$ cat config.mk
export PLATFORM = sky130hd
export DESIGN_NAME = mem_port_arbiter_flat
export DESIGN_NICKNAME = d
export VERILOG_FILES = /design/src/rtl/mem_port_arbiter_pkg.sv /design/src/rtl/mem_port_arbiter_if.sv /design/src/rtl/mem_port_arbiter_lane_steer.sv /design/src/rtl/mem_port_arbiter.sv /design/src/flat_wrapper.sv
export SDC_FILE = /design/constraint.sdc
export NUM_CORES = 1
export LEC_CHECK = 0
export CAP_MARGIN = 20
export CORE_MARGIN = 2
export CORE_UTILIZATION = 39
export CTS_CLUSTER_SIZE = 10
export DETAILED_ROUTE_END_ITERATION = 12
export PLACE_DENSITY = 0.77
export SETUP_SLACK_MARGIN = 0.4
export SLEW_MARGIN = 25
export SYNTH_ARGS = -nofsm -noshare
export SYNTH_HDL_FRONTEND = slang
export SYNTH_SLANG_ARGS = --single-unit
$ cat constraint.sdc
create_clock -name clk -period 2.3 [get_ports clk]
set_input_delay 0.23 -clock clk [delete_from_list [all_inputs] [get_ports clk]]
set_output_delay 0.23 -clock clk [all_outputs]
set_load 0.02 [all_outputs]
$ cat src/rtl/mem_port_arbiter_pkg.sv
// Shared definitions for the IF/MEM memory port arbiter: access size codes,
// FSM state encoding and the alignment rule used at grant time.
package mem_port_arbiter_pkg;

  localparam logic [1:0] SZ_BYTE = 2'b00;
  localparam logic [1:0] SZ_HALF = 2'b01;
  localparam logic [1:0] SZ_WORD = 2'b11;

  typedef enum logic [1:0] {
    ST_IDLE,
    ST_D_ACC,
    ST_I_ACC,
    ST_D_FAULT
  } state_t;

  // The illegal code 2'b10 falls into the word rule.
  function automatic logic misaligned(input logic [1:0] size, input logic [1:0] ofs);
    case (size)
      SZ_BYTE: misaligned = 1'b0;
      SZ_HALF: misaligned = ofs[0];
      default: misaligned = |ofs;
    endcase
  endfunction

endpackage

$ cat src/rtl/mem_port_arbiter_if.sv
// Unified single-port memory bus: the arbiter is the master, the memory the slave.
interface mem_port_arbiter_if #(
  parameter int AW = 32
) ();

  logic          mem_req;
  logic          mem_we;
  logic [AW-1:0] mem_addr;
  logic [3:0]    mem_be;
  logic [31:0]   mem_wdata;
  logic [31:0]   mem_rdata;
  logic          mem_ready;

  modport master (
    output mem_req, mem_we, mem_addr, mem_be, mem_wdata,
    input  mem_rdata, mem_ready
  );

  modport slave (
    input  mem_req, mem_we, mem_addr, mem_be, mem_wdata,
    output mem_rdata, mem_ready
  );

endinterface

$ cat src/rtl/mem_port_arbiter_lane_steer.sv
// Byte-lane logic: store byte enables and lane replication, load lane extract
// and sign/zero extension. Purely combinational.
module mem_port_arbiter_lane_steer
  import mem_port_arbiter_pkg::*;
(
  input  logic [1:0]  size_i,
  input  logic        unsigned_i,
  input  logic [1:0]  ofs_i,
  input  logic [31:0] wdata_i,
  input  logic [31:0] rdata_i,
  output logic [3:0]  be_o,
  output logic [31:0] wdata_o,
  output logic [31:0] rdata_o
);

  logic [31:0] lane;
  logic        sext_b;
  logic        sext_h;

  assign lane   = rdata_i >> {ofs_i, 3'b000};
  assign sext_b = ~unsigned_i & lane[7];
  assign sext_h = ~unsigned_i & lane[15];

  always_comb begin
    be_o    = 4'b1111;
    wdata_o = wdata_i;
    rdata_o = rdata_i;
    case (size_i)
      SZ_BYTE: begin
        be_o    = 4'b0001 << ofs_i;
        wdata_o = {4{wdata_i[7:0]}};
        rdata_o = {{24{sext_b}}, lane[7:0]};
      end
      SZ_HALF: begin
        be_o    = ofs_i[1] ? 4'b1100 : 4'b0011;
        wdata_o = {2{wdata_i[15:0]}};
        rdata_o = {{16{sext_h}}, lane[15:0]};
      end
      default: ;
    endcase
  end

endmodule

$ cat src/rtl/mem_port_arbiter.sv
// Arbitrates one variable-latency memory port between instruction fetch and
// load/store, with data priority, misalign faulting and an access timeout.
module mem_port_arbiter
  import mem_port_arbiter_pkg::*;
#(
  parameter int AW      = 32,
  parameter int TIMEOUT = 16
) (
  input  logic                clk,
  input  logic                rst,
  input  logic                if_req,
  input  logic [AW-1:0]       if_addr,
  output logic [31:0]         if_rdata,
  output logic                if_valid,
  input  logic                d_req,
  input  logic                d_we,
  input  logic [1:0]          d_size,
  input  logic                d_unsigned,
  input  logic [AW-1:0]       d_addr,
  input  logic [31:0]         d_wdata,
  output logic [31:0]         d_rdata,
  output logic                d_done,
  output logic                d_misalign,
  output logic                bus_err,
  output logic                stall,
  mem_port_arbiter_if.master  mem
);

  localparam logic [7:0] TMO_LAST = 8'(TIMEOUT - 1);

  state_t        state_q;
  logic          mem_req_q, mem_we_q;
  logic [AW-1:0] mem_addr_q;
  logic [3:0]    mem_be_q;
  logic [31:0]   mem_wdata_q;
  logic [31:0]   d_rdata_q, if_rdata_q;
  logic          d_done_q, if_valid_q, d_misalign_q, bus_err_q;
  logic [7:0]    cnt_q;
  logic [1:0]    size_q, ofs_q;
  logic          uns_q;

  logic          idle, expire;
  logic [1:0]    ls_size, ls_ofs;
  logic          ls_uns;
  logic [3:0]    ls_be;
  logic [31:0]   ls_wdata, ls_rdata;
  logic          unused_if_ofs;

  assign unused_if_ofs = ^if_addr[1:0];

  // At grant time the live request drives the lane logic; during the access
  // the captured attributes are used to extract the load result.
  assign idle    = (state_q == ST_IDLE);
  assign ls_size = idle ? d_size     : size_q;
  assign ls_ofs  = idle ? d_addr[1:0] : ofs_q;
  assign ls_uns  = idle ? d_unsigned : uns_q;

  mem_port_arbiter_lane_steer u_lane (
    .size_i     (ls_size),
    .unsigned_i (ls_uns),
    .ofs_i      (ls_ofs),
    .wdata_i    (d_wdata),
    .rdata_i    (mem.mem_rdata),
    .be_o       (ls_be),
    .wdata_o    (ls_wdata),
    .rdata_o    (ls_rdata)
  );

  // A ready on the last allowed cycle completes normally.
  assign expire = ~mem.mem_ready && (cnt_q == TMO_LAST);

  always_ff @(posedge clk) begin
    if (rst) begin
      state_q      <= ST_IDLE;
      mem_req_q    <= 1'b0;
      mem_we_q     <= 1'b0;
      mem_addr_q   <= '0;
      mem_be_q     <= '0;
      mem_wdata_q  <= '0;
      d_rdata_q    <= '0;
      if_rdata_q   <= '0;
      d_done_q     <= 1'b0;
      if_valid_q   <= 1'b0;
      d_misalign_q <= 1'b0;
      bus_err_q    <= 1'b0;
      cnt_q        <= '0;
      size_q       <= '0;
      ofs_q        <= '0;
      uns_q        <= 1'b0;
    end else begin
      d_done_q     <= 1'b0;
      if_valid_q   <= 1'b0;
      d_misalign_q <= 1'b0;
      bus_err_q    <= 1'b0;
      case (state_q)
        ST_IDLE: begin
          // The cycle carrying a done pulse never grants, so a requester still
          // holding req for the finished access is not served twice.
          if (!(d_done_q || if_valid_q)) begin
            if (d_req && misaligned(d_size, d_addr[1:0])) begin
              state_q      <= ST_D_FAULT;
              d_done_q     <= 1'b1;
              d_misalign_q <= 1'b1;
              d_rdata_q    <= '0;
            end else if (d_req) begin
              state_q     <= ST_D_ACC;
              mem_req_q   <= 1'b1;
              mem_we_q    <= d_we;
              mem_addr_q  <= {d_addr[AW-1:2], 2'b00};
              mem_be_q    <= ls_be;
              mem_wdata_q <= ls_wdata;
              size_q      <= d_size;
              ofs_q       <= d_addr[1:0];
              uns_q       <= d_unsigned;
              cnt_q       <= '0;
            end else if (if_req) begin
              state_q    <= ST_I_ACC;
              mem_req_q  <= 1'b1;
              mem_we_q   <= 1'b0;
              mem_addr_q <= {if_addr[AW-1:2], 2'b00};
              mem_be_q   <= 4'b1111;
              cnt_q      <= '0;
            end
          end
        end
        ST_D_ACC, ST_I_ACC: begin
          if (mem.mem_ready || expire) begin
            state_q   <= ST_IDLE;
            mem_req_q <= 1'b0;
            bus_err_q <= expire;
            if (state_q == ST_D_ACC) begin
              d_done_q  <= 1'b1;
              d_rdata_q <= expire ? '0 : ls_rdata;
            end else begin
              if_valid_q <= 1'b1;
              if_rdata_q <= expire ? '0 : mem.mem_rdata;
            end
          end else begin
            cnt_q <= cnt_q + 8'd1;
          end
        end
        ST_D_FAULT: state_q <= ST_IDLE;
        default:    state_q <= ST_IDLE;
      endcase
    end
  end

  assign mem.mem_req   = mem_req_q;
  assign mem.mem_we    = mem_we_q;
  assign mem.mem_addr  = mem_addr_q;
  assign mem.mem_be    = mem_be_q;
  assign mem.mem_wdata = mem_wdata_q;

  assign if_rdata   = if_rdata_q;
  assign if_valid   = if_valid_q;
  assign d_rdata    = d_rdata_q;
  assign d_done     = d_done_q;
  assign d_misalign = d_misalign_q;
  assign bus_err    = bus_err_q;
  assign stall      = (d_req & ~d_done_q) | (if_req & ~if_valid_q);

endmodule

$ cat src/flat_wrapper.sv
// flat-port wrapper written by rule: the top's interface ports become plain ports
module mem_port_arbiter_flat import mem_port_arbiter_pkg::*;
#(
  parameter int AW      = 32,
  parameter int TIMEOUT = 16
)
  (clk, rst, if_req, if_addr, if_rdata, if_valid, d_req, d_we, d_size, d_unsigned, d_addr, d_wdata, d_rdata, d_done, d_misalign, bus_err, stall, mem_mem_req, mem_mem_we, mem_mem_addr, mem_mem_be, mem_mem_wdata, mem_mem_rdata, mem_mem_ready);
  mem_port_arbiter_if #(.AW(AW)) mem_i ();
  input  logic clk;
  input  logic rst;
  input  logic if_req;
  input  logic [AW-1:0] if_addr;
  output logic [31:0] if_rdata;
  output logic if_valid;
  input  logic d_req;
  input  logic d_we;
  input  logic [1:0] d_size;
  input  logic d_unsigned;
  input  logic [AW-1:0] d_addr;
  input  logic [31:0] d_wdata;
  output logic [31:0] d_rdata;
  output logic d_done;
  output logic d_misalign;
  output logic bus_err;
  output logic stall;
  output wire logic [$bits(mem_i.mem_req)-1:0] mem_mem_req;
  output wire logic [$bits(mem_i.mem_we)-1:0] mem_mem_we;
  output wire logic [$bits(mem_i.mem_addr)-1:0] mem_mem_addr;
  output wire logic [$bits(mem_i.mem_be)-1:0] mem_mem_be;
  output wire logic [$bits(mem_i.mem_wdata)-1:0] mem_mem_wdata;
  input wire logic [$bits(mem_i.mem_rdata)-1:0] mem_mem_rdata;
  input wire logic [$bits(mem_i.mem_ready)-1:0] mem_mem_ready;
  assign mem_mem_req = mem_i.mem_req;
  assign mem_mem_we = mem_i.mem_we;
  assign mem_mem_addr = mem_i.mem_addr;
  assign mem_mem_be = mem_i.mem_be;
  assign mem_mem_wdata = mem_i.mem_wdata;
  assign mem_i.mem_rdata = mem_mem_rdata;
  assign mem_i.mem_ready = mem_mem_ready;
  mem_port_arbiter #(.AW(AW), .TIMEOUT(TIMEOUT)) u_core (.clk(clk), .rst(rst), .if_req(if_req), .if_addr(if_addr), .if_rdata(if_rdata), .if_valid(if_valid), .d_req(d_req), .d_we(d_we), .d_size(d_size), .d_unsigned(d_unsigned), .d_addr(d_addr), .d_wdata(d_wdata), .d_rdata(d_rdata), .d_done(d_done), .d_misalign(d_misalign), .bus_err(bus_err), .stall(stall), .mem(mem_i));
endmodule
# Word level (Yosys, flattened, before mapping)
# Index checks and enable logic that the tools add are counted.
[totals]
reg_bits = 153
output_inout_bits = 139
[op_classes]
n_addsub = 1
n_eq_ne = 14
shift = 2
n_mux = 48
bitwise_logic = 15
reduce_logical = 20
[op_table]
columns = ["operator", "n"]
rows = [
  ["$mux W32", 8],
  ["$pmux W32 S2", 3],
  ["$mux W8", 5],
  ["$shr A32 B5 Y16", 1],
  ["$mux W1", 16],
  ["$pmux W8 S2", 1],
  ["$reduce_and A5 Y1", 3],
  ["$mux W2", 7],
  ["$mux W4", 3],
  ["$not A1 Y1", 10],
  ["$add A8 B1 Y8 const B", 1],
  ["$eq A8 B4 Y1 const B", 1],
  ["$ne A2 B2 Y1 const B", 4],
  ["$pmux W4 S2", 1],
  ["$reduce_and A4 Y1", 2],
  ["$eq A2 B1 Y1 const B", 3],
  ["$logic_not A2 Y1", 3],
  ["$pmux W1 S2", 3],
  ["$pmux W2 S3", 1],
  ["$reduce_and A3 Y1", 2],
  ["$reduce_or A2 Y1", 3],
  ["$and A1 B1 Y1", 4],
  ["$eq A2 B2 Y1 const B", 2],
  ["$ne A2 B1 Y1 const B", 2],
  ["other kinds (8)", 11],
]

# Depth between registers and ports, before layout
[logic_depth]
ltp_word = 9
mapped_depth = 11

# Cells and area by module
# From an unflattened synthesis, not the netlist that was laid out.
[unflattened]
hier_cells = 838
hier_area_um2 = 7439.6
[by_module_without_submodules]
columns = ["module", "n_inst", "cells_each", "area_per_inst_um2", "seq_area_each_um2"]
rows = [
  ["mem_port_arbiter", 1, 647, 6014.5, 3022.9],
  ["mem_port_arbiter_lane_steer", 1, 191, 1425.1, 0.0],
]

# Least setup slack after synthesis
# OpenSTA, ideal clock, no wires.
[synth_path]
path_kind = "flip-flop to flip-flop"
from = "reg u_core.state_q[0]"
to = "reg u_core.mem_wdata_q[30] (netlist: u_core.mem.mem_wdata[30])"
setup_time_ps = 71
t_arrival_ps = 2275
required_time_ps = 2229
path_slack_ps = -46
stages_incl_launch_ff = 11
n_path_buf = 4
period_less_slack_ps = 2346
cell_sequence = "dfxtp_1 -> inv_1 -> ha_1 -> buf_4 -> buf_2 -> buf_2 -> a21oi_1 -> clkbuf_1 -> nand2_1 -> a311o_1 -> a21oi_1"
[synth_between]
elab_chain_len = 4
word_cells_on_any_way = 6
[synth_rtl]
columns = ["element", "line", "source"]
rows = [
  ["start: declaration", "mem_port_arbiter.sv:31", "state_t state_q;"],
  ["start signal: assignment", "mem_port_arbiter.sv:74", "state_q <= ST_IDLE;"],
  ["start signal: assignment", "mem_port_arbiter.sv:101", "state_q <= ST_D_FAULT;"],
  ["start signal: assignment", "mem_port_arbiter.sv:106", "state_q <= ST_D_ACC;"],
  ["$logic_not A2 Y1 (*)", "mem_port_arbiter.sv:53, mem_port_arbiter.sv:95", ""],
  ["$mux W2", "mem_port_arbiter.sv:54", "assign ls_size = idle ? d_size : size_q;"],
  ["$eq A2 B1 Y1 or $logic_not A2 Y1 (tied branches)", "mem_port_arbiter_lane_steer.sv:28", "case (size_i)"],
  ["$pmux W32 S2", "mem_port_arbiter_lane_steer.sv:28", ""],
  ["end signal: assignment", "mem_port_arbiter.sv:111", "mem_wdata_q <= ls_wdata;"],
  ["end: declaration", "mem_port_arbiter.sv:35", "logic [31:0] mem_wdata_q;"],
]
# Every way passes the cells marked *; elsewhere a longest branch is shown, timed or not.
# A chain may end at the register's enable or synchronous reset.

# Worst setup path in the final report
[layout_path]
from = "reg u_core.state_q[1]"
to = "reg u_core.d_rdata_q[12] (netlist: u_core.d_rdata[12])"
[layout_between]
elab_chain_len = 9
word_cells_on_any_way = 23
[layout_rtl]
columns = ["element", "line", "source"]
rows = [
  ["$logic_not A2 Y1", "mem_port_arbiter.sv:53, mem_port_arbiter.sv:95", ""],
  ["$mux W2 or $mux W1 (tied branches)", "mem_port_arbiter.sv:55, mem_port_arbiter.sv:56", ""],
  ["$shr A32 B5 Y16 or $not A1 Y1 (tied branches)", "mem_port_arbiter_lane_steer.sv:20, mem_port_arbiter_lane_steer.sv:21", ""],
  ["$and A1 B1 Y1", "mem_port_arbiter_lane_steer.sv:21", "assign sext_b = ~unsigned_i & lane[7];"],
  ["$pmux W32 S2", "mem_port_arbiter_lane_steer.sv:28", ""],
  ["$mux W32", "mem_port_arbiter.sv:133", "d_rdata_q <= expire ? '0 : ls_rdata;"],
  ["$mux W32", "mem_port_arbiter.sv:131", "if (state_q == ST_D_ACC) begin"],
  ["$mux W32", "mem_port_arbiter.sv:127", "if (mem.mem_ready || expire) begin"],
  ["$pmux W32 S2", "mem_port_arbiter.sv:95", "case (state_q)"],
  ["end signal: assignment", "mem_port_arbiter.sv:133", ""],
  ["end: declaration", "mem_port_arbiter.sv:36", "logic [31:0] d_rdata_q, if_rdata_q;"],
]
# Several ways; a longest one is shown, not always the timed one. The select of a mux whose other input is x is not followed.

==> metrics.md <==
| Metric | Value |
|---|---|
| Outcome | `completed` |
| Via Count | `7314` |
| DP Worst Slack | `-0.1118 ns` |
| Final ANT Viol Nets | `0` |
| Sequential-to-total area share from yosys stat | `0.4456` |
| Cell Area, Synth | `6784 um^2` |
| Area grow syn2layout | `76.45%` |
| Worst-path cell chain | `inv_2 -> ha_4 -> buf_6 -> nor4b_2 -> or4_4 -> o41ai_4 -> buf_6 -> a21oi_1 -> o2bb2ai_1` |
| Gate Count Post-Synth | `757` |
| Synth top area cells | `dfxtp_1, nor2_1, mux2i_1` |
| Post-route DRC | `0` |
| Root buf cell | `clkbuf_16` |
| Layout cells sized above 1 | `0.2417` |
| WL/cell | `20.05 um` |
| Ant. Diodes | `0` |
| Placement Rows | `48` |
| Hold Vio Cnt, Final | `0` |
| Maximum fanout along the worst path | `8` |
| CTS tree | `built` |
| Final Max Tran Viols | `0` |
| Non-filler instance count after layout | `1309` |
| Die Area | `18470 um^2` |
| Async SR Flop Fraction | `0` |
| Min Clock Period, post-route | `2.171 ns` |
| Largest net degree at the start of global routing | `50` |
| Final period utilization | `0.9437` |
| Clock insertion delay at the later pin of the skew report | `0.42 ns` |
| Synth warn | `0` |
| Worst Hold Class | `input port to register` |
| Final setup margin | `0.1295 ns` |
| Cell Area, Placed | `9955 um^2` |
| Distinct cells, synth | `57` |
| Leak | `4.419 nW` |
| Vias in the first global route | `6506` |
| Design Power | `12.71 mW` |
| First-pass GRT wire length | `34240 um` |
| Most frequent CP cell | `buf_6` |
| WP data arrival | `2.51 ns` |
| Setup Skew | `0.009608 ns` |
| Maximum ir drop on the vdd rail | `0.7050 mV` |
| Global Route Usage Sum | `0.2370` |
| CP endpoint kind | `register` |
| Top cells by count, synth | `dfxtp_1, nor2_1, nand2_1, clkbuf_1, mux2i_1` |
| H-tree depth | `4` |
| DR iter-0 viols | `433` |
| Area of the multi-input gates | `4259 um^2` |
| Max-capacitance violation count | `0` |
| Initial core utilization | `0.3950` |
| Clk buf depth | `2` |
| Vias per cell | `5.587` |
| CTS Hold Bufs | `0` |
| FMAX | `460.7 MHz` |
| Avg Inst Size Synth | `8.962 um^2` |
| Least-Margin Pin Slew | `0.5795 ns` |
| Final Wtd Congestion | `0.8631` |
| Placed insts | `1232` |
| Fillers | `1285` |
| Initial antenna violation count | `0` |
| Top cell type's share of synthesized area | `0.4456` |
| Post-synth top area cell | `dfxtp_1` |
| First-pass DRT Iterations | `6` |
| Design Area, Final | `11970 um^2` |
| Yosys reg bits | `151` |
| Setup Viol. Count Final | `0` |
| DPL Wire Length | `15950 um` |
| Die extent in x | `135.9 um` |
| Hold_ws | `0.2327 ns` |
| Worst Path Class, Setup | `register to register` |
| RSZ-0062 raised after global routing | `true` |
| Sequential Area | `3028 um^2` |
| Startpoint types | `register` |
| Io pins | `276` |
| Die Span Y | `135.9 um` |
| Post-synth EDFFs | `0` |
| Clock slew at reported path FFs | `0.06 ns` |
| Layout net count | `1216` |
| Slew margin rel. | `0.6136` |
| Routed WL | `26240 um` |
| Total gr overflow | `0` |
| PD cells | `1062 nW/um^2` |
| Cell with the most instances after synthesis | `dfxtp_1` |
| Sink Count | `151` |
| Crit-path slowest cell | `or4_4` |
| Top_reg_cell synth | `dfxtp_1` |
| CTS Buf Count | `17` |
| Buffers on Ports | `271` |
| Required @ worst endpoint | `2.64 ns` |
| Crit path largest cell delay | `0.52 ns` |
| Core footprint | `17180 um^2` |
cells by family (layout without fill, tap and decap cells):
kind of cell,count (synthesis),count (layout),share of synthesized area
muxes,57,57,0.08650
DFF,151,151,0.4456
and+or+nand+nor,234,234,0.1474
other,1,2,0.0005528
AOI/OAI and AO/OA,232,232,0.2595
buffers and inverters,72,398,0.04482
adders and majority gates,5,5,0.009222
xor gates and xnor gates,5,5,0.006455
metal layers:
| layer | routed length [um] | GRT usage | vias to the layer above |
|---|---|---|---|
| met3 | 1840 | 0.05481 | 64 |
| met5 | 0 | 0 | - |
| met1 | 10540 | 0.2948 | 3535 |
| met2 | 13010 | 0.3914 | 313 |
| li1 | - | - | 3402 |
| met4 | 852 | 0.1065 | 0 |
sequential cells by signal (all words and copies together) (netlist names):
| register | flops |
|---|---|
| u_core.mem.mem_be | 4 |
| u_core.d_rdata | 32 |
| u_core.d_misalign | 1 |
| u_core.if_valid | 1 |
| u_core.mem.mem_we | 1 |
| u_core.cnt_q | 8 |
| u_core.bus_err | 1 |
| u_core.mem.mem_req | 1 |
| u_core.d_done | 1 |
| u_core.state_q | 2 |
| u_core.mem.mem_addr | 30 |
| u_core.ofs_q | 2 |
| u_core.mem.mem_wdata | 32 |
| u_core.size_q | 2 |
| u_core.if_rdata | 32 |
| u_core.uns_q | 1 |
through the flow:
stage,utilization,setup TNS (ns)
global route,0.6969,0
CTS,0.6372,0
floorplan,-,0
finish,0.6969,0
detailed placement,0.5795,-1.237
global placement,0.5795,-0.8902
path summary, 6_finish.rpt:
kind | start | to | cells past startpoint | slack [ns]
setup / recovery | u_core.state_q[1] | u_core.d_rdata[12] | 9 | 0.13
hold / removal | rst | u_core.if_rdata[6] | 2 | 0.23
setup reg to reg | u_core.state_q[1] | u_core.d_rdata[12] | 9 | 0.13
hold reg to reg | u_core.mem.mem_wdata[0] | u_core.mem.mem_wdata[0] | 2 | 0.45
cell usage in the layout (no fill, tap or decap), types with 5 or more instances in the layout:
cell,n
buf_12,9
a21oi_1,36
o2bb2ai_2,12
o22ai_1,5
a22oi_1,32
o21ai_0,24
dfxtp_1,147
a311oi_1,6
inv_1,5
nand2_2,5
nor2_4,16
mux2_2,9
clkbuf_16,25
buf_6,18
a311o_1,8
buf_4,51
a211oi_1,9
nand2b_1,5
a211oi_2,33
nor2_1,99
clkdlybuf4s50_1,269
nand2_1,63
a21oi_2,5
o2bb2ai_1,8
a22o_1,15
o21ai_1,5
o2bb2ai_4,5
mux2i_1,39
nand3_1,12
report_power, final:
part	switching (mW)	internal, mW
Clock	1.07	1.74
Sequential	0.328	3.08
Combinational	3.32	3.17
Total	4.72	7.99
critical path, delay by kind of cell (launching register included):
| kind | cells | cell delay, ns |
|---|---|---|
| DFF | 1 | 0.33 |
| adders and majority gates | 1 | 0.19 |
| and+or+nand+nor | 2 | 0.57 |
| buffers and inverters | 3 | 0.45 |
| AOI/OAI and AO/OA | 3 | 0.56 |
final cells by class:
| type | count | area share |
|---|---|---|
| Sequential cell | 151 | 0.2530 |
| Timing Repair Buffer | 362 | 0.3167 |
| Multi-Input combinational cell | 535 | 0.3558 |
| Inverter | 7 | 0.002195 |
| Clock inverter | 9 | 0.01066 |
| Tap cell | 225 | 0.02352 |
| Clock buffer | 20 | 0.03815 |
what timing repair did:
action / 4_1_cts / 5_1_grt
gates cloned: 2 / 11
setup buffers: 18 / 17
setup endpoints to repair: 101 / 139
pin swaps: 10 / 57
gates resized for setup: 40 / 135
Note: power is estimated with default switching activity, not from simulation.
==> patch 1: new RTL, same flow settings <==
`AW` is set to 32 in 3 places; all go to 64.
--- a/src/rtl/mem_port_arbiter_if.sv
+++ b/src/rtl/mem_port_arbiter_if.sv
@@ -2,3 +2,3 @@
 interface mem_port_arbiter_if #(
-  parameter int AW = 32
+  parameter int AW = 64
 ) ();
--- a/src/rtl/mem_port_arbiter.sv
+++ b/src/rtl/mem_port_arbiter.sv
@@ -5,3 +5,3 @@
 #(
-  parameter int AW      = 32,
+  parameter int AW      = 64,
   parameter int TIMEOUT = 16
--- a/src/flat_wrapper.sv
+++ b/src/flat_wrapper.sv
@@ -3,3 +3,3 @@
 #(
-  parameter int AW      = 32,
+  parameter int AW      = 64,
   parameter int TIMEOUT = 16
Interface: changed (resized d_addr, if_addr and mem_mem_addr); port bits go from 276 to 372. No check against the original RTL was run, so the function may have changed too.
==> patch 1 against the unedited design <==
Sequential share of layout area rose by 0.46 points; non-clock buffer count rose by 93; combinational power rose by 12%; sequential cell count rose by 32; wire length rose by 25%; design area rose by 19%; worst setup slack got worse by 0.093 ns; synthesized cell count rose by 30%; sequential power rose by 21%; total power rose by 13%; final cell count rose by 27%; clock power rose by 3%; area after synthesis rose by 25%; critical path type unchanged; largest cell class unchanged.
==> patch 1: results (changes against the unedited design) <==
Status
  • Status: completed (unchanged)

STA
  • Worst hold slack: 0.1684 ns (was 0.2327 ns)
  • Clock Skew: 0.01699 ns (was 0.009608 ns)

Power and ir drop
  • Highest ir drop seen on vdd: 0.0006884 V (was 0.0007050 V)
  • Leak Pwr: 0.005364 uW (was 0.004419 uW)

Synthesis
  • Xor-xnor portion of the synthesized cell area: 0 (was 0.006455)
  • Yosys top cell area share: 0.4313 (was 0.4456)
  • Top cells by count, synth: dfxtp_1 (183), nor2_1 (172), nand2_1 (82) (was dfxtp_1 (151), nor2_1 (118), nand2_1 (71))
  • Complex-gate fraction of the synthesized area: 0.2239 (was 0.2595)
  • Ranking of synthesized cells by area: dfxtp_1 (43%), mux2i_1 (9.4%), nor2_1 (7.6%) (was dfxtp_1 (45%), nor2_1 (6.5%), mux2i_1 (6.5%))
  • Seq/Total Area, Yosys: 0.4313 (was 0.4456)
  • Mux cell area share after synthesis: 0.1052 (was 0.08650)

Global routing
  • Largest net degree at the start of global routing: 162 (was 50)
  • First-pass GRT wire length: 45730 um (was 34240 um)
  • Vias in the first global route: 8401 (was 6506)
  • Global Route Usage Sum: 0.2544 (was 0.2370)

Detailed routing
  • DR WL/cell: 19.75 um (was 20.05 um)
  • DR iter-0 viols: 860 (was 433)
  • Mean number of vias per cell: 5.565 (was 5.587)

Critical path
  • Crit path DAT: 2.57 ns (was 2.51 ns)
  • Reg-to-reg slack, setup: 0.04 ns (was 0.13 ns)

Clocking
  • Worst-Skew Late Latency: 0.44 ns (was 0.42 ns)

Hold path
  • Worst hold stages: 3 (was 2)

Place
  • Detailed placement HPWL: 21500 um (was 15950 um)
  • Area of placed instances: 12680 um2 (was 9955 um2)
  • Buffers on Ports: 367 (was 271)
  • Global placement routability congestion: 0.8580 (was 0.8631)

Cells and area
  • Number of fill cells: 1639 (was 1285)
  • Nets: 1580 (was 1216)
  • Layout cells sized above 1: 0.1514 (was 0.2417)
==> patch 1: worst max-delay path by stage <==
stage                      start            endpoint  cells past startpoint
6_report       u_core.state_q[1]  u_core.d_rdata[10]                      9
5_1_grt        u_core.state_q[1]  u_core.d_rdata[10]                      9
3_3_place_gp           d_addr[0]  u_core.d_rdata[15]                      8
2_1_floorplan  u_core.state_q[1]  u_core.d_rdata[14]                     10
3_5_place_dp           d_addr[0]  u_core.d_rdata[23]                      8
4_1_cts        u_core.state_q[0]  u_core.d_rdata[15]                      9
==> patch 1: logic make-up after synthesis <==
group | after synthesis
other | 1
buffers and inverters | 98
flip-flops | 183
AND/OR/NAND/NOR | 348
AO/OA/AOI/OAI | 263
adder cells (fa/ha/maj) | 5
multiplexers | 87
==> patch 1: through the flow <==
step | setup WS, ns | std cells | power (uW) | utilization
floorplan | 0.02292 | 986 | 7555 | -
global placement | -0.02839 | 1582 | 10070 | 0.5976
detailed placement | -0.05773 | 1582 | 10170 | 0.5976
CTS | 0.1964 | 1630 | 13420 | 0.6400
global route | 0.0001861 | 1662 | 14960 | 0.6709
finish | 0.03657 | 1662 | 14320 | 0.6709
==> patch 1: routing by layer <==
metal  GRT usage  vias up  wire length (um)  part of all wire
li1            -     4375                 -                 -
met1      0.3206     4371             13010              0.40
met5           0        -                 0                 0
met3     0.07425       74              2772             0.084
met4     0.08889        0              1017             0.031
met2      0.4161      429             16030              0.49
==> patch 1: what timing repair did <==
item                       in CTS  in global routing
cloned                          3                  7
pin swaps                      12                 18
buffers inserted               13                 25
setup endpoints to repair      66                141
gates resized for setup        36                 66
==> patch 1: worst min-delay path, stage by stage <==
cell and delay, ns:
buf_4 0.11, nand2b_1 0.16, nor3_1 0.06
==> patch 1: power breakdown <==
part	internal (uW)	switching (uW)	total [uW]
clock	1500	1410	2900
sequential	3800	346	4140
combinational	3450	3820	7270
total	8750	5570	14300
==> patch 1: cell type report <==
cell class | instances | area (um2) | share of cell area
multi-input combinational | 707 | 4916 | 0.3453
inverter | 10 | 41.29 | 0.002900
clock inverter | 13 | 126.4 | 0.008877
tap | 275 | 344.1 | 0.02417
clock buffer | 19 | 452.9 | 0.03182
timing repair buffer | 455 | 4688 | 0.3293
sequential | 183 | 3667 | 0.2576
==> patch 2: new RTL, same settings <==
Without the edit above. Re-encode `state_t` (4 states) as one-hot, 4 bits wide.
--- a/src/rtl/mem_port_arbiter_pkg.sv
+++ b/src/rtl/mem_port_arbiter_pkg.sv
@@ -8,7 +8,7 @@
 
-  typedef enum logic [1:0] {
-    ST_IDLE,
-    ST_D_ACC,
-    ST_I_ACC,
-    ST_D_FAULT
+  typedef enum logic [3:0] {
+    ST_IDLE    = 4'b0001,
+    ST_D_ACC   = 4'b0010,
+    ST_I_ACC   = 4'b0100,
+    ST_D_FAULT = 4'b1000
   } state_t;
Check against the original RTL: no difference found for any inputs over 4 cycles, from zero or initial values and one cycle with rst high; so few cycles prove little.
==> patch 2 against the unedited design <==
The flow now finishes with violations (negative setup slack); utilization increased by 5.0 points; sequential cell count rose by 2; area after synthesis hardly changed; total power fell by 27%; clock skew fell by 0.00081 ns; design area rose by 7.2%; worst setup slack worse by 0.24 ns; sequential power decreased by 13%; wire length increased by 12%; critical path type unchanged.
==> patch 2: results (changes against the unedited design) <==
Place
  • Global placement routability congestion: 0.9270 (was 0.8631)
  • Buffers on Ports: 271 (unchanged)
  • Detailed placement HPWL: 16960 um (was 15950 um)
  • Area of placed instances: 10270 um2 (was 9955 um2)

STA
  • Clock Skew: 0.008796 ns (was 0.009608 ns)
  • Fin. max-slew vios: 0 (unchanged)
  • Rel. slew slack: 0.5328 (was 0.6136)
  • Setup WS post-layout: -0.1079 ns (was 0.1295 ns)
  • Setup-failing EPs final: 48 (was 0)
  • Total Neg Setup Slack: -2.831 ns (was 0 ns)

Detailed routing
  • Mean number of vias per cell: 5.728 (was 5.587)
  • DR iter-0 viols: 536 (was 433)
  • DR WL/cell: 21.25 um (was 20.05 um)
  • Drt first pass iters: 8 (was 6)

Critical path
  • R2R cell count: 9 (unchanged)
  • CP peak stage delay: 0.36 ns (was 0.52 ns)
  • Crit end category: flip-flop (unchanged)
  • Slowest stage cell on the critical path: dfxtp_4 (was or4_4)
  • Crit path DAT: 2.69 ns (was 2.51 ns)
  • Family with the most delay on the worst path: multiplexers (was simple AND/OR/NAND/NOR gates)
  • CP max FO: 16 (was 8)

Status
  • Status: finished with violations (was completed)
  • Failing checks: negative setup slack

Cells and area
  • N_diodes: 0 (unchanged)
  • Nets: 1284 (was 1216)
  • Layout cells sized above 1: 0.2821 (was 0.2417)

Synthesis
  • Top cells by count, synth: dfxtp_1 (153), nand2_1 (108), nor2_1 (103) (was dfxtp_1 (151), nor2_1 (118), nand2_1 (71))
  • Ranking of synthesized cells by area: dfxtp_1 (45%), mux2i_1 (6.5%), nand2_1 (6.0%) (was dfxtp_1 (45%), nor2_1 (6.5%), mux2i_1 (6.5%))
  • Post-synth ARST share: 0 (unchanged)
  • Yosys cell types: 58 (was 57)
  • Seq/Total Area, Yosys: 0.4516 (was 0.4456)

Clocking
  • H-Tree Depth: 4 (unchanged)
  • Num CTS Buffers: 17 (unchanged)
  • Longest Clk Path Bufs: 2 (unchanged)
  • Clock transition at the registers of the reported paths: 0.07 ns
  • Root Driver: clkbuf_16 (unchanged)

Global routing
  • Global Route Usage Sum: 0.2923 (was 0.2370)
  • Vias in the first global route: 7612 (was 6506)
  • Antenna violations before repair: 0 (unchanged)
  • First-pass GRT wire length: 41760 um (was 34240 um)
  • Largest net degree at the start of global routing: 133 (was 50)

Power and ir drop
  • Highest ir drop seen on vdd: 0.0005925 V (was 0.0007050 V)
  • Int Pwr: 6369 uW (was 7991 uW)
  • Leak Pwr: 0.004807 uW (was 0.004419 uW)

Hold path
  • Worst hold stages: 4 (was 2)
## patch 2: cell types whose count changed in the layout (fill, tap and decap cells not counted), sizes merged, moves of 10 or more
cell | before | now
a211oi | 42 | 32
nor2 | 118 | 103
o21ai | 29 | 40
a311oi | 9 | 19
nor2b | 2 | 18
nand2 | 71 | 108
buf | 85 | 125
a31oi | 0 | 24
o2bb2ai | 25 | 2
## patch 2: worst register-to-register path: stages, from the launching register on
cell and delay [ns]:
dfxtp_4 0.36, nor4b_4 0.29, buf_4 0.20, mux2i_4 0.30, buf_12 0.15, mux2i_1 0.31, o21ai_2 0.13, o2111ai_2 0.27
buf_12 0.18, o21ai_0 0.08
## patch 2: logic make-up after synthesis
group,Yosys count,share of synthesized area
and+or+nand+nor,284,0.1907
AOI/OAI and AO/OA,226,0.2260
DFF,153,0.4516
buffers and inverters,77,0.04667
muxes,50,0.07489
xor gates and xnor gates,6,0.007748
adders and majority gates,1,0.001844
other,1,0.0005529
## patch 2: power groups by stage
stage | Clock (uW) | Sequential (uW) | Combinational [uW]
finish | 3050 | 2960 | 3270
global route | 3200 | 2970 | 3410
CTS | 3060 | 2940 | 2910
detailed placement | 0 | 2980 | 2190
floorplan | 0 | 3170 | 1070
global placement | 0 | 2970 | 2160
## patch 2: final cells by class
cell class | instances | area, um2
Clock inverter | 13 | 192.7
Clock buffer | 19 | 432.9
Multi-Input combinational cell | 569 | 4387
Sequential cell | 153 | 3080
Timing Repair Buffer | 397 | 4417
Tap cell | 225 | 281.5
Inverter | 8 | 35.03
Fill cell | 1113 | 4350
## patch 2: final timing paths
path | startpoint | to | slack, ns
setup reg to reg | u_core.state_q[1] | u_core.d_rdata[17] | -0.11
hold reg to reg | u_core.mem.mem_wdata[6] | u_core.mem.mem_wdata[6] | 0.45
setup / recovery | u_core.state_q[1] | u_core.d_rdata[17] | -0.11
hold / removal | rst | u_core.d_rdata[8] | 0.21
## patch 2: metrics by stage
stage | instances | hold WS [ns] | total power [uW] | setup WS [ns]
after global routing | 1384 | 0.2337 | 9579 | -0.2574
after global placement | 1277 | 0.4418 | 5133 | -0.2809
after floorplan | 799 | 0.3660 | 4246 | -0.1744
final | 1384 | 0.2147 | 9277 | -0.1079
after CTS | 1363 | 0.2582 | 8915 | 0.01504
after detailed placement | 1277 | 0.4447 | 5169 | -0.3554
## patch 2: per-layer routing
layer	vias up	global-route usage	routed length [um]
li1	3579	-	-
met3	87	0.08203	2667
met5	-	0	0
met1	3816	0.3510	11240
met2	446	0.4983	14430
met4	0	0.1088	1069
## patch 2: what timing repair did
action | CTS | global route
pin swaps | 44 | 48
setup endpoints to repair | 148 | 148
setup buffers | 39 | 18
gates cloned | 15 | 3
gates resized for setup | 124 | 112
